$ cat config.mk
export PLATFORM = sky130hd
export DESIGN_NAME = traffic_light_monitor
export DESIGN_NICKNAME = d
export VERILOG_FILES = /design/src/rtl/traffic_light_monitor.sv
export SDC_FILE = /design/constraint.sdc
export NUM_CORES = 1
export LEC_CHECK = 0
export CAP_MARGIN = 10
export CORE_ASPECT_RATIO = 0.8
export CORE_MARGIN = 1.5
export CORE_UTILIZATION = 50
export CTS_CLUSTER_DIAMETER = 60
export DETAILED_ROUTE_END_ITERATION = 6
export GPL_TIMING_DRIVEN = 0
export PLACE_DENSITY = 0.95
export SLEW_MARGIN = 20
export SYNTH_ARGS = -nofsm -noshare
export SYNTH_HDL_FRONTEND = slang
export SYNTH_SLANG_ARGS = --single-unit
$ cat constraint.sdc
create_clock -name clock -period 2.6 [get_ports clock]
set_input_delay 0.52 -clock clock [delete_from_list [all_inputs] [get_ports clock]]
set_output_delay 0.52 -clock clock [all_outputs]
set_load 0.1 [all_outputs]
$ cat src/rtl/traffic_light_monitor.sv
// traffic_light_monitor
//   Watches a sampled traffic-light lamp code and tracks the R->G->Y->R
//   sequence. It flags non-one-hot codes, out-of-order codes and dwell-time
//   violations with sticky error flags, and counts completed light cycles.
//
// Optional feature macro: TLM_CYCLE_CNT_EN
//   defined   : cycle_count counts completed R->G->Y->R cycles (saturating)
//   undefined : cycle_count is tied to 0 and no counter register exists
//
// Ports
//   clock        in   rising-edge clock, shared with the light source
//   reset_n      in   asynchronous active-low reset
//   light_in     in   [2:0] lamp code, bit2=red bit1=green bit0=yellow
//   clear_err    in   synchronous clear of the sticky error flags
//   mon_state    out  [1:0] tracker state: SYNC=0 RED=1 GREEN=2 YELLOW=3
//   dwell        out  [7:0] cycles in the current code, saturating at 255
//   err_onehot   out  sticky: non-one-hot code seen
//   err_seq      out  sticky: legal code seen out of order
//   err_dwell    out  sticky: dwell bound violated
//   err_any      out  OR of the three error flags (combinational)
//   cycle_count  out  [15:0] completed cycles, saturating at 65535
module traffic_light_monitor #(
  parameter int unsigned MIN_RED    = 1,
  parameter int unsigned MAX_RED    = 1,
  parameter int unsigned MIN_GREEN  = 1,
  parameter int unsigned MAX_GREEN  = 1,
  parameter int unsigned MIN_YELLOW = 1,
  parameter int unsigned MAX_YELLOW = 1
) (
  input  logic        clock,
  input  logic        reset_n,
  input  logic [2:0]  light_in,
  input  logic        clear_err,
  output logic [1:0]  mon_state,
  output logic [7:0]  dwell,
  output logic        err_onehot,
  output logic        err_seq,
  output logic        err_dwell,
  output logic        err_any,
  output logic [15:0] cycle_count
);

  localparam logic [1:0] ST_SYNC   = 2'd0;
  localparam logic [1:0] ST_RED    = 2'd1;
  localparam logic [1:0] ST_GREEN  = 2'd2;
  localparam logic [1:0] ST_YELLOW = 2'd3;

  localparam logic [2:0] CODE_RED    = 3'b100;
  localparam logic [2:0] CODE_GREEN  = 3'b010;
  localparam logic [2:0] CODE_YELLOW = 3'b001;

  logic [2:0]  cur_code;
  logic [2:0]  next_code;
  logic [1:0]  adv_state;
  logic [31:0] min_dwell;
  logic [31:0] max_dwell;
  logic [31:0] dwell_ext;
  logic        is_onehot;

  logic [1:0]  state_d;
  logic [7:0]  dwell_d;
  logic        ev_onehot;
  logic        ev_seq;
  logic        ev_dwell;

  // Per-state lamp code, successor and dwell bounds.
  always_comb begin
    cur_code  = CODE_RED;
    next_code = CODE_GREEN;
    adv_state = ST_GREEN;
    min_dwell = MIN_RED;
    max_dwell = MAX_RED;
    case (mon_state)
      ST_GREEN: begin
        cur_code  = CODE_GREEN;
        next_code = CODE_YELLOW;
        adv_state = ST_YELLOW;
        min_dwell = MIN_GREEN;
        max_dwell = MAX_GREEN;
      end
      ST_YELLOW: begin
        cur_code  = CODE_YELLOW;
        next_code = CODE_RED;
        adv_state = ST_RED;
        min_dwell = MIN_YELLOW;
        max_dwell = MAX_YELLOW;
      end
      default: ;
    endcase
  end

  assign is_onehot = (light_in == CODE_RED) || (light_in == CODE_GREEN) ||
                     (light_in == CODE_YELLOW);
  assign dwell_ext = {24'd0, dwell};

  always_comb begin
    state_d   = mon_state;
    dwell_d   = dwell;
    ev_onehot = 1'b0;
    ev_seq    = 1'b0;
    ev_dwell  = 1'b0;
    if (mon_state == ST_SYNC) begin
      // Anything other than red while hunting is silently ignored.
      if (light_in == CODE_RED) begin
        state_d = ST_RED;
        dwell_d = 8'd1;
      end
    end else if (light_in == cur_code) begin
      // Bound is checked on the unsaturated count so a long hold keeps
      // reporting even once dwell has pinned at 255.
      if (dwell_ext + 32'd1 > max_dwell) ev_dwell = 1'b1;
      if (dwell != 8'hFF) dwell_d = dwell + 8'd1;
    end else if (light_in == next_code) begin
      if (dwell_ext < min_dwell) ev_dwell = 1'b1;
      state_d = adv_state;
      dwell_d = 8'd1;
    end else if (!is_onehot) begin
      ev_onehot = 1'b1;
      state_d   = ST_SYNC;
      dwell_d   = 8'd0;
    end else begin
      ev_seq  = 1'b1;
      state_d = ST_SYNC;
      dwell_d = 8'd0;
    end
  end

  always_ff @(posedge clock or negedge reset_n) begin
    if (!reset_n) begin
      mon_state  <= ST_SYNC;
      dwell      <= '0;
      err_onehot <= 1'b0;
      err_seq    <= 1'b0;
      err_dwell  <= 1'b0;
    end else begin
      mon_state  <= state_d;
      dwell      <= dwell_d;
      // A fresh event wins over a simultaneous clear.
      err_onehot <= (err_onehot & ~clear_err) | ev_onehot;
      err_seq    <= (err_seq    & ~clear_err) | ev_seq;
      err_dwell  <= (err_dwell  & ~clear_err) | ev_dwell;
    end
  end

  assign err_any = err_onehot | err_seq | err_dwell;

`ifdef TLM_CYCLE_CNT_EN
  logic        cycle_done;
  logic [15:0] cycle_q;

  assign cycle_done = (mon_state == ST_YELLOW) && (light_in == CODE_RED);

  always_ff @(posedge clock or negedge reset_n) begin
    if (!reset_n) begin
      cycle_q <= '0;
    end else if (cycle_done && (cycle_q != '1)) begin
      cycle_q <= cycle_q + 16'd1;
    end
  end

  assign cycle_count = cycle_q;
`else
  assign cycle_count = '0;
`endif

endmodule

==> impl_metrics.env, run 1 <==
export IMPL_period_minus_slack_ps=2549
export IMPL_p_leak_uw=0.0007344
export IMPL_post_drt_wl_per_cell_um=13.05
export IMPL_grtUsageTotal=0.2073
export IMPL_ctsHoldBuffers=0
export IMPL_grt_max_degree=14
export IMPL_cp_arrival_ps=2030
export IMPL_synth_largest_area_cell="dfrtp_1"
export IMPL_synthCells=137
export IMPL_synth_distinct_cells=44
export IMPL_required_ps=2080
export IMPL_yosys_warnings=0
export IMPL_root_buffer="clkbuf_4"
export IMPL_post_route_util=0.6734
export IMPL_finalHoldViolations=0
export IMPL_violations="DRC"
export IMPL_num_vias=1080
export IMPL_antenna_found_initial=0
export IMPL_startpoint="err_onehot"
export IMPL_drc=6
export IMPL_die_width_um=57.66
export IMPL_slew_limit_headroom=0.3504
export IMPL_grt_pass1_wl_mm=4.140
export IMPL_ff2ff_setup_slack_ps=540
export IMPL_syn_avg_cell_area_um2=8.722
export IMPL_num_io_pins=36
export IMPL_worstHoldStart="light_in[1]"
export IMPL_drv_slew=0
export IMPL_final_nets=184
export IMPL_cts_max_level=1
export IMPL_seq_area_frac_synth=0.2723
export IMPL_status="complete, but fails checks"
export IMPL_dp_cells=195
export IMPL_drt_iter0_drc=43
export IMPL_dpl_hpwl_mm=2.002
export IMPL_numCtsBuffers=3
export IMPL_drt_pass1_iterations=6
export IMPL_end_kind="output pin"
export IMPL_r2r_start="dwell[1]"
export IMPL_num_rows=15
export IMPL_async_reset_ff_frac=1.000
export IMPL_finClkSkew_ps=6.911
export IMPL_post_synth_top_count_cell="buf_4"
export IMPL_area_growth_pct=24.82
export IMPL_dieArea_um2=2694
export IMPL_setup_tns_ps=0
export IMPL_fin_cells=199
export IMPL_place_congestion=0.9245
export IMPL_insertion_delay_ps=280
export IMPL_hold_path_class="in -> reg"
export IMPL_die_y_um=46.73
export IMPL_portBuffers=18
export IMPL_cts_resized=0
export IMPL_rr_worst_depth=7
export IMPL_post_cts_buffers=0
export IMPL_crit_type="reg -> out"
export IMPL_initial_core_util=0.5395
export IMPL_cts_sinks=13
export IMPL_clk_pin_slew_ps=80
export IMPL_crit_end="err_any"
export IMPL_tightest_slew_ps=971.3
export IMPL_synth_top_area_share=0.2723
export IMPL_cp_max_fo=3
export IMPL_synth_top_cells_by_area="dfrtp_1 27%, buf_4 11%, a221o_1 4.2%"
export IMPL_maxCapViolCount=0
export IMPL_ys_ff_latch=13
export IMPL_r2r_end="err_dwell"
export IMPL_synth_edf_count=0
export IMPL_grt_overflow_total=0
export IMPL_synth_ff_type="dfrtp_1"
export IMPL_peakVddDrop_uv=286.3
export IMPL_setup_viol_count_final=0
export IMPL_clockBufferDepth=2
export IMPL_max_freq_mhz=392.3
export IMPL_netlist_area_um2=1195
export IMPL_rsz0062_at_grt="no"
export IMPL_drt_total_wl_mm=2.596
export IMPL_fin_crit_sh=0.9805
export IMPL_grt_pass1_vias=982
export IMPL_power_density_nw_per_um2=425.8
export IMPL_startpoint_type="flop"
export IMPL_synth_top_cells_by_count="18 x buf_4, 13 x dfrtp_1, 11 x nor2_1, 8 x a21oi_1, 7 x nand2b_1"
export IMPL_viasPerCell=5.427
export IMPL_drive_gt1_frac=0.1839
export IMPL_core_area_um2=2215
export IMPL_n_antenna_cell=0
export IMPL_cts_tree="built"
export IMPL_antenna_left=0
[report_power, final]
part	switching, µW	internal (µW)	total (µW)	leakage, µW
clock	68.8	59.6	128	0.0000150
sequential	7.14	208	216	0.000175
combinational	221	70.3	291	0.000544
total	297	338	635	0.000734
[cell usage in the layout (no fill, tap or decap), drive strengths merged, types with 3 or more instances in the layout]
cell type and instances:
and3 6, nand2b 7, nand3 5, nor2b 4, nor2 11, o32ai 3, nand2 5, ha 3
a21oi 8, dfrtp 13, inv 6, o21ai 8, buf 22, nor3b 4, a221o 5, clkdlybuf4s50 17
clkbuf 5, conb 16
[per-stage QoR]
stage / area [µm²] / hold WS, ps / worst slack (ps) / power, µW
after floorplan: 1251 / 224.4 / 91.99 / 463.8
after global placement: 1463 / 526.7 / 208.1 / 502.0
after detailed placement: 1463 / 514.3 / 159.1 / 508.6
after CTS: 1489 / 459.9 / 39.34 / 636.0
after global routing: 1491 / 462.1 / 1.297 / 663.7
final: 1491 / 465.0 / 50.82 / 635.0
[final cells by class]
type                    instances  area (µm²)
clock buffers                   4       26.28
inverters                       6       22.52
repair buffers                 18       182.7
multi-input cells             110       739.5
fillers                       186       723.2
well taps                      25       31.28
flip-flops and latches         13       325.3
plain buffers                  23       163.9
[worst min path at each step]
stage	to	slack, ps	cells after the start
6_report	mon_state[0]	460	2
5_1_grt	mon_state[0]	460	2
4_1_cts	mon_state[0]	460	2
3_5_place_dp	err_seq	510	2
3_3_place_gp	err_onehot	530	2
2_1_floorplan	dwell[0]	220	0
[layer usage]
layer,part of all wire,up-vias,GRT usage,wire (µm)
met3,0.084,2,0.06742,217
met1,0.43,489,0.2556,1116
met2,0.48,49,0.3523,1258
li1,-,540,-,-
met5,0,-,0,0
met4,0.0015,0,0.06512,4
[registers in the layout, summed over array words and instances (netlist names)]
name        count
mon_state       2
err_seq         1
dwell           8
err_dwell       1
err_onehot      1
[cell families after synthesis]
group / Yosys count / synth area share
compound gates: 33 / 0.2189
fa+ha+maj: 3 / 0.03142
buf+inv: 29 / 0.1560
flops: 13 / 0.2722
mux: 3 / 0.03351
other cells: 1 / 0.003138
simple gates: 55 / 0.2848
[worst max-delay path: stages, from the launching register on]
cell	delay (ps)
dfrtp_1	400
or3_1	380
clkdlybuf4s50_1	980
No activity file was read; power rests on OpenSTA's default activity.
==> run 2: changes to the inputs <==
--- a/config.mk
+++ b/config.mk
@@ -12,6 +12,7 @@
 export CTS_CLUSTER_DIAMETER = 60
 export DETAILED_ROUTE_END_ITERATION = 6
 export GPL_TIMING_DRIVEN = 0
+export MAX_ROUTING_LAYER = met4
 export PLACE_DENSITY = 0.95
 export SLEW_MARGIN = 20
 export SYNTH_ARGS = -nofsm -noshare
==> impl_metrics.env, run 2 (synthesis results as in run 1) <==
export IMPL_status="complete, but fails checks"
export IMPL_violations="DRC"
export IMPL_maxCapViolCount=0
export IMPL_setup_tns_ps=0
export IMPL_total_power_uw=631.6
export IMPL_max_freq_mhz=401.6
export IMPL_post_route_util=0.6757
export IMPL_tightest_slew_ps=975.0
export IMPL_viasPerCell=5.432
export IMPL_cp_arrival_ps=1970
export IMPL_cts_max_level=1
export IMPL_grt_max_degree=14
export IMPL_die_width_um=57.66
export IMPL_root_buffer="clkbuf_4"
export IMPL_largest_reg_flops=8
export IMPL_required_ps=2080
export IMPL_fin_crit_sh=0.9578
export IMPL_drc=3
export IMPL_crit_chain="clkdlybuf4s50_1"
export IMPL_r2r_end="dwell[0]"
export IMPL_hold_path_class="in -> reg"
export IMPL_top_register="dwell"
export IMPL_crit_type="reg -> out"
export IMPL_setup_viol_count_final=0
export IMPL_cp_num_buf_inv=1
export IMPL_final_common_cell="buf_4"
export IMPL_ff2ff_setup_slack_ps=620
export IMPL_clockBufferDepth=2
export IMPL_insertion_delay_ps=280
export IMPL_p_leak_uw=0.0007673
export IMPL_num_io_pins=36
export IMPL_num_vias=1081
export IMPL_worstHoldStart="light_in[1]"
export IMPL_drt_iter0_drc=40
export IMPL_slew_limit_headroom=0.3480
export IMPL_num_rows=15
export IMPL_cp_max_fo=9
export IMPL_post_drt_wl_per_cell_um=13.08
export IMPL_min_to="mon_state[0]"
export IMPL_die_y_um=46.73
export IMPL_cp_slowest_cell="clkdlybuf4s50_1"
export IMPL_area_growth_pct=25.24
export IMPL_portBuffers=18
export IMPL_num_fill_cells=190
export IMPL_seqCellArea_um2=325.3
export IMPL_critPathMaxStageDelay_ps=1190
export IMPL_finClkSkew_ps=9.288
export IMPL_hold_path_cell_count=2
export IMPL_grt_overflow_total=0
export IMPL_path_delay_family="buffers and inverters"
export IMPL_dp_cells=195
export IMPL_reg_top3="dwell x8, mon_state x2"
export IMPL_initial_core_util=0.5395
export IMPL_drt_pass1_iterations=6
export IMPL_dpl_hpwl_mm=2.009
export IMPL_grt_pass1_wl_mm=4.340
export IMPL_peakVddDrop_uv=246.3
export IMPL_drv_slew=0
export IMPL_drive_gt1_frac=0.1839
export IMPL_rr_worst_depth=6
export IMPL_finalHoldViolations=0
export IMPL_numCtsBuffers=3
export IMPL_antenna_found_initial=0
export IMPL_cts_tree="built"
export IMPL_dieArea_um2=2694
export IMPL_power_density_nw_per_um2=422.1
export IMPL_period_minus_slack_ps=2490
export IMPL_startpoint_type="flop"
export IMPL_core_area_um2=2215
export IMPL_r2r_start="dwell[1]"
export IMPL_final_cell_mix="18 x buf_4, 16 x conb_1, 15 x clkdlybuf4s50_1"
export IMPL_drt_total_wl_mm=2.603
export IMPL_antenna_left=0
export IMPL_clk_pin_slew_ps=80
export IMPL_rsz0062_at_grt="no"
export IMPL_grt_pass1_vias=1002
export IMPL_multiInputGateArea_um2=739.5
export IMPL_ctsHoldBuffers=0
export IMPL_final_nets=184
export IMPL_place_congestion=0.9511
export IMPL_fin_cells=199
export IMPL_n_antenna_cell=0
export IMPL_end_kind="output pin"
export IMPL_cts_sinks=13
export IMPL_grtUsageTotal=0.2194
## run 2: per-stage QoR
step | setup slack [ps] | area (µm²) | hold slack (ps)
floorplan | 91.99 | 1251 | 224.4
global placement | 205.0 | 1463 | 526.4
detailed placement | 164.1 | 1463 | 534.1
CTS | 29.26 | 1489 | 472.9
global route | 38.66 | 1496 | 478.8
finish | 109.8 | 1496 | 470.3
## run 2: routing by layer
metal / vias to the layer above / global-route usage / routed length [µm]
li1: 542 / - / -
met1: 506 / 0.2637 / 1187
met2: 31 / 0.3659 / 1235
met3: 2 / 0.06461 / 158
met4: 0 / 0.05581 / 21
met5: - / - / 0
## run 2: timing repair
action                     4_1_cts  5_1_grt
setup buffers                    0        0
gates resized for setup          0        3
setup endpoints to repair        0        3
## run 2: area by class of cell
type | count | share of cell area
Multi-Input combinational cell | 110 | 0.4941
Sequential cell | 13 | 0.2174
Timing Repair Buffer | 18 | 0.1254
Buffer | 23 | 0.1095
Tap cell | 25 | 0.02090
Clock buffer | 4 | 0.01756
Inverter | 6 | 0.01505
## run 2: worst max-delay path by stage
| stage | from | to | slack, ps | depth (start not counted) |
|---|---|---|---|---|
| floorplan | dwell[1] | err_dwell | 90 | 7 |
| global placement | light_in[2] | dwell[0] | 200 | 6 |
| detailed placement | light_in[2] | dwell[0] | 160 | 6 |
| CTS | err_onehot | err_any | 30 | 2 |
| global route | dwell[7] | dwell[7] | 40 | 1 |
| finish | dwell[7] | dwell[7] | 110 | 1 |
## run 2: power breakdown
part	total, µW	internal, µW	switching (µW)
logic	289	69.9	219
clock network	127	59.6	67.7
registers	215	208	6.58
## run 2: worst reg2reg max path: stages, from the launching register on
cell and delay [ps]:
dfrtp_1 470, ha_1 270, and3_1 190, buf_6 130
nand3_1 180, o32ai_4 290, mux2_4 340
